<file path="src/rtl/multicycle_control.sv">
// Multi-cycle control FSM: sequences fetch/decode/exec/mem/wb for one instruction at a time.
// Latency 3-5 cycles plus memory waits; stalls on imem_valid/dmem_ready, traps after TIMEOUT idle cycles.
module multicycle_control #(
   parameter int TIMEOUT = 16,
   parameter int CNT_W   = 32
) (
   input  logic             clk,
   input  logic             rst,
   input  logic [31:0]      instr,
   input  logic             imem_valid,
   input  logic             dmem_ready,
   input  logic             alu_zero,
   output logic             imem_req,
   output logic             ir_we,
   output logic             imm_sel,
   output logic             alu_src_imm,
   output logic [1:0]       alu_op,
   output logic             dmem_re,
   output logic             dmem_we,
   output logic             wb_sel,
   output logic             reg_we,
   output logic             pc_we,
   output logic             pc_src,
   output logic             fault,
   output logic [CNT_W-1:0] retired
);

   localparam int                WAIT_W    = $clog2(TIMEOUT);
   localparam logic [WAIT_W-1:0] WAIT_LAST = WAIT_W'(TIMEOUT - 1);

   localparam logic [2:0] S_FETCH  = 3'd0;
   localparam logic [2:0] S_DECODE = 3'd1;
   localparam logic [2:0] S_EXEC   = 3'd2;
   localparam logic [2:0] S_MEM    = 3'd3;
   localparam logic [2:0] S_WB     = 3'd4;
   localparam logic [2:0] S_TRAP   = 3'd5;

   localparam logic [6:0] OPC_OP_IMM = 7'b0010011;
   localparam logic [6:0] OPC_OP     = 7'b0110011;
   localparam logic [6:0] OPC_LOAD   = 7'b0000011;
   localparam logic [6:0] OPC_STORE  = 7'b0100011;
   localparam logic [6:0] OPC_BRANCH = 7'b1100011;

   localparam logic [1:0] ALU_ADD   = 2'b00;
   localparam logic [1:0] ALU_SUB   = 2'b01;
   localparam logic [1:0] ALU_FUNCT = 2'b10;

   typedef struct packed {
      logic       imem_req;
      logic       ir_we;
      logic       imm_sel;
      logic       alu_src_imm;
      logic [1:0] alu_op;
      logic       dmem_re;
      logic       dmem_we;
      logic       wb_sel;
      logic       reg_we;
      logic       pc_we;
      logic       pc_src;
   } ctrl_t;

   logic [2:0]        state;
   logic [2:0]        state_nxt;
   logic [WAIT_W-1:0] wait_cnt;
   logic [6:0]        opc_q;
   logic              bne_q;
   ctrl_t             ctrl;
   logic              dec_legal;
   logic              wait_last;
   logic              mem_timeout;
   logic              is_load_q;
   logic              is_store_q;
   logic              unused_instr_bits;

   assign unused_instr_bits = ^{instr[31:15], instr[11:7]};

   assign wait_last   = (wait_cnt == WAIT_LAST);
   assign mem_timeout = wait_last && !dmem_ready;
   assign is_load_q   = (opc_q == OPC_LOAD);
   assign is_store_q  = (opc_q == OPC_STORE);

   // Only BEQ/BNE are legal branches: funct3 must be 00x.
   always_comb begin
      dec_legal = 1'b0;
      case (instr[6:0])
         OPC_OP_IMM, OPC_OP, OPC_LOAD, OPC_STORE: dec_legal = 1'b1;
         OPC_BRANCH:                              dec_legal = (instr[14:13] == 2'b00);
         default:                                 dec_legal = 1'b0;
      endcase
   end

   always_comb begin
      state_nxt = state;
      case (state)
         S_FETCH: begin
            if (imem_valid)     state_nxt = S_DECODE;
            else if (wait_last) state_nxt = S_TRAP;
         end
         S_DECODE: state_nxt = dec_legal ? S_EXEC : S_TRAP;
         S_EXEC: begin
            case (opc_q)
               OPC_OP, OPC_OP_IMM:  state_nxt = S_WB;
               OPC_LOAD, OPC_STORE: state_nxt = S_MEM;
               default:             state_nxt = S_FETCH;
            endcase
         end
         S_MEM: begin
            if (dmem_ready)     state_nxt = is_load_q ? S_WB : S_FETCH;
            else if (wait_last) state_nxt = S_TRAP;
         end
         S_WB:    state_nxt = S_FETCH;
         S_TRAP:  state_nxt = S_TRAP;
         default: state_nxt = S_TRAP;
      endcase
   end

   // Strobes are suppressed while rst is high so nothing commits on the reset edge.
   always_comb begin
      ctrl = '0;
      if (!rst) begin
         case (state)
            S_FETCH: begin
               ctrl.imem_req = 1'b1;
               ctrl.ir_we    = imem_valid;
            end
            S_DECODE: ctrl.imm_sel = (instr[6:0] == OPC_STORE);
            S_EXEC: begin
               ctrl.imm_sel = is_store_q;
               case (opc_q)
                  OPC_OP: begin
                     ctrl.alu_src_imm = 1'b0;
                     ctrl.alu_op      = ALU_FUNCT;
                  end
                  OPC_OP_IMM: begin
                     ctrl.alu_src_imm = 1'b1;
                     ctrl.alu_op      = ALU_FUNCT;
                  end
                  OPC_LOAD, OPC_STORE: begin
                     ctrl.alu_src_imm = 1'b1;
                     ctrl.alu_op      = ALU_ADD;
                  end
                  default: begin
                     ctrl.alu_src_imm = 1'b0;
                     ctrl.alu_op      = ALU_SUB;
                     ctrl.pc_we       = 1'b1;
                     ctrl.pc_src      = bne_q ? !alu_zero : alu_zero;
                  end
               endcase
            end
            S_MEM: begin
               ctrl.imm_sel     = is_store_q;
               ctrl.alu_src_imm = 1'b1;
               ctrl.alu_op      = ALU_ADD;
               if (!mem_timeout) begin
                  ctrl.dmem_re = is_load_q;
                  ctrl.dmem_we = is_store_q;
                  ctrl.pc_we   = is_store_q && dmem_ready;
               end
            end
            S_WB: begin
               ctrl.imm_sel = is_store_q;
               ctrl.wb_sel  = is_load_q;
               ctrl.reg_we  = 1'b1;
               ctrl.pc_we   = 1'b1;
            end
            default: ctrl = '0;
         endcase
      end
   end

   always_ff @(posedge clk) begin
      if (rst) begin
         state    <= S_FETCH;
         wait_cnt <= '0;
         opc_q    <= '0;
         bne_q    <= 1'b0;
         retired  <= '0;
      end else begin
         state <= state_nxt;
         if ((state == S_FETCH && !imem_valid) || (state == S_MEM && !dmem_ready))
            wait_cnt <= wait_cnt + 1'b1;
         else
            wait_cnt <= '0;
         if (state == S_DECODE) begin
            opc_q <= instr[6:0];
            bne_q <= instr[12];
         end
         if (ctrl.pc_we)
            retired <= retired + 1'b1;
      end
   end

   assign imem_req    = ctrl.imem_req;
   assign ir_we       = ctrl.ir_we;
   assign imm_sel     = ctrl.imm_sel;
   assign alu_src_imm = ctrl.alu_src_imm;
   assign alu_op      = ctrl.alu_op;
   assign dmem_re     = ctrl.dmem_re;
   assign dmem_we     = ctrl.dmem_we;
   assign wb_sel      = ctrl.wb_sel;
   assign reg_we      = ctrl.reg_we;
   assign pc_we       = ctrl.pc_we;
   assign pc_src      = ctrl.pc_src;
   assign fault       = (state == S_TRAP);

endmodule

</file>
<file path="config.mk">
export PLATFORM = sky130hd
export DESIGN_NAME = multicycle_control
export DESIGN_NICKNAME = d
export VERILOG_FILES = /design/src/rtl/multicycle_control.sv
export SDC_FILE = /design/constraint.sdc
export NUM_CORES = 1
export LEC_CHECK = 0
export BUFFER_PORTS_ARGS = -buffer_cell sky130_fd_sc_hd__buf_4
export CAP_MARGIN = 20
export CORE_MARGIN = 1.5
export CORE_UTILIZATION = 54
export DETAILED_ROUTE_END_ITERATION = 8
export PLACE_DENSITY = 0.85
export SETUP_SLACK_MARGIN = 0.2
export SLEW_MARGIN = 20
export SYNTH_ARGS = -nofsm -noshare
export SYNTH_HDL_FRONTEND = slang
export SYNTH_SLANG_ARGS = --single-unit
</file>
<file path="constraint.sdc">
create_clock -name clk -period 3.45 [get_ports clk]
set_input_delay 1.035 -clock clk [delete_from_list [all_inputs] [get_ports clk]]
set_output_delay 1.035 -clock clk [all_outputs]
set_load 0.1 [all_outputs]
</file>
==> flow_summary.yaml <==
clocking:
  cts_buffers: 5
  path_clk_slew_ns: 0.08
  cts-root-buf: "clkbuf_8"
  cts_tree: "built"
  htree_levels: 2
  clock_latency_ns: 0.30
  hold_buffers: 0
  clock-sinks: 47
  clockBufferDepth: 2
logic_synthesis:
  synth-compound-area-share_pct: 20.5
  synthCells: 313
  synth_warnings: 0
  synthMuxAreaShare_pct: 0.403
  yosys.area_share.simple_pct: 34.0
  yosysUniqueCellTypes: 44
  ys_ff_latch: 47
  ys_seq_area_share_pct: 37.9
  syn_nets: 352
  syn_area_per_cell_um2: 7.93
  synth-main-ff-cell: "dfxtp_1"
  synthArstFlopShare_pct: 0
  synth-edff-count: 0
  synthAdderAreaFrac_pct: 1.01
  synth_area_um2: 2480
  synth_top_family_by_area: "simple AND/OR/NAND/NOR gates"
  synth-xor-area-share_pct: 1.41
sta:
  finalHoldViolCount: 0
  finalSetupViolCount: 0
  timing.final.crit_share_pct: 92.4
  finClkSkew_ns: 0.00376
  drv_slew: 0
  setup_tns_ns: 0
  max_slew_margin_pct: 50.4
  finalCriticalPeriod_ns: 3.19
  worstMarginPinSlew_ns: 0.737
  fmax_mhz: 314
  rsz0062_at_grt: "yes"
placed_design:
  io_buffers: 59
  place_area_um2: 3110
  dp_hpwl_um: 4430
  gp_congestion: 0.864
routing:
  ant_nets: 0
  avgRoutedWirePerCell_um: 15.2
  dr.pass1.iters: 4
  drc: 0
  wirelength_um: 6400
  post_drt_via_cell_ratio: 6.25
  drtIter0Drc: 181
  num_vias: 2624
power:
  leakagePower_uw: 0.00110
  vdd.ir_drop.worst_mv: 0.220
  power_density_nw_per_um2: 322
grt:
  antenna_found_initial: 0
  grt_usage_pct: 26.2
  grt_pass1_wl_um: 10800
  grt_max_degree: 63
  grt-ovfl-total: 0
  grt_pass1_vias: 2266
final_layout:
  areaGrowthSynthToFinish_pct: 29.9
  fin_area_um2: 3220
  final_common_cell: "buf_4"
  regArea_um2: 943
  diodes: 0
  fillers: 340
  multi_input_area_um2: 1600
  layout.nets: 406
  drive_above_1_share_pct: 27.2
  layout_common_cells: "66 x buf_4, 45 x dfxtp_1, 42 x a21oi_1, 38 x nand2_1, 20 x o31ai_1"
floorplanning:
  rows: 24
  coreArea_um2: 4380
  start_util_pct: 56.6
  dieArea_um2: 5010
  io_pins: 82
  die_h_um: 70.8
  die_w_um: 70.8
setup_path:
  arrival_ns: 2.15
  crit_fanout: 3
  worstSetupEndpointType: "primary output"
  cp_data_required_time_ns: 2.41
  crit_type: "reg2out"
  start_kind: "flip-flop"
run:
  maxCapViolations: 0
run_status:
  status: "finished, final reports clean"
hold_path:
  hold_path_class: "reg2reg"
[timing repair]
action	in CTS	in global routing
pin swaps	0	2
buffers inserted	0	1
resized for setup	3	3
setup endpoints to repair	2	3
[through the flow]
stage / instances / worst slack [ns] / hold slack, ns / power [uW] / utilization, %
floorplan: 313 / -0.394 / 0.418 / 685 / -
global placement: 411 / 0.335 / 0.432 / 717 / 71.0
detailed placement: 411 / 0.327 / 0.452 / 720 / 71.0
CTS: 419 / 0.198 / 0.463 / 1040 / 73.1
global route: 420 / 0.157 / 0.495 / 1070 / 73.5
finish: 420 / 0.262 / 0.468 / 1040 / 73.5
[flip-flops by register name (all words and copies together) (netlist names)]
signal    count
bne_q         1
state         3
opc_q         7
retired      32
wait_cnt      4
[worst max-delay path, stage by stage, from the launching register on]
cell and delay [ns]:
dfxtp_1 0.34, nor4b_4 0.35, nand2_1 0.13, or4_4 0.51
a221oi_4 0.32, buf_12 0.21
[layer usage]
metal  vias up  routed length, um  track usage [%]
met4         0                104             7.55
li1       1282                  -                -
met3        12                451             5.70
met5         -                  0                0
met1      1235               2750             35.7
met2        95               3090             42.0
[synthesized netlist by cell type (3+ instances only)]
master    instances  share of area, %
o31ai_1          20               6.1
nand3_1          15               3.0
clkbuf_1          8               1.2
o21ai_0          13               2.6
nand2_1          38               5.7
nand3b_1          3              0.91
and3_1            7               1.8
nand4_1           8               2.0
a21oi_1          42               8.5
buf_2             7               1.4
or3_1            11               2.8
nor3_1            8               1.6
dfxtp_1          47                38
or4_1            20               6.1
inv_1             5              0.76
nor4_1            6               1.5
nor2_1           19               2.9
[cell type report]
cell class                 count  area share (%)
timing repair buffer          67            16.0
clock buffer                   7            2.37
tap                           52            2.02
inverter                       5           0.583
clock inverter                 1           0.155
sequential                    47            29.3
multi-input combinational    241            49.6
[kinds of logic (layout without fill, tap and decap cells)]
| family | count (synthesis) | in the layout |
|---|---|---|
| AND/OR/NAND/NOR | 150 | 150 |
| buffers and inverters | 25 | 80 |
| adder cells (fa/ha/maj) | 2 | 2 |
| XOR/XNOR | 4 | 4 |
| flip-flops | 47 | 47 |
| AO/OA/AOI/OAI | 84 | 84 |
| multiplexers | 1 | 1 |
[report_power, final]
part / leakage [uW] / internal (uW) / switching, uW
Clock: 0.0000422 / 143 / 185
Sequential: 0.000381 / 553 / 17.9
Combinational: 0.000680 / 44.6 / 96.3
[worst paths after layout]
kind,from,end,slack (ns),depth (start not counted)
setup reg to reg,state[1],retired[9],0.95,6
setup / recovery,opc_q[6],imm_sel,0.26,5
hold reg to reg,wait_cnt[0],wait_cnt[0],0.47,1
hold / removal,wait_cnt[0],wait_cnt[0],0.47,1
Note: power is estimated with default switching activity, not from simulation.
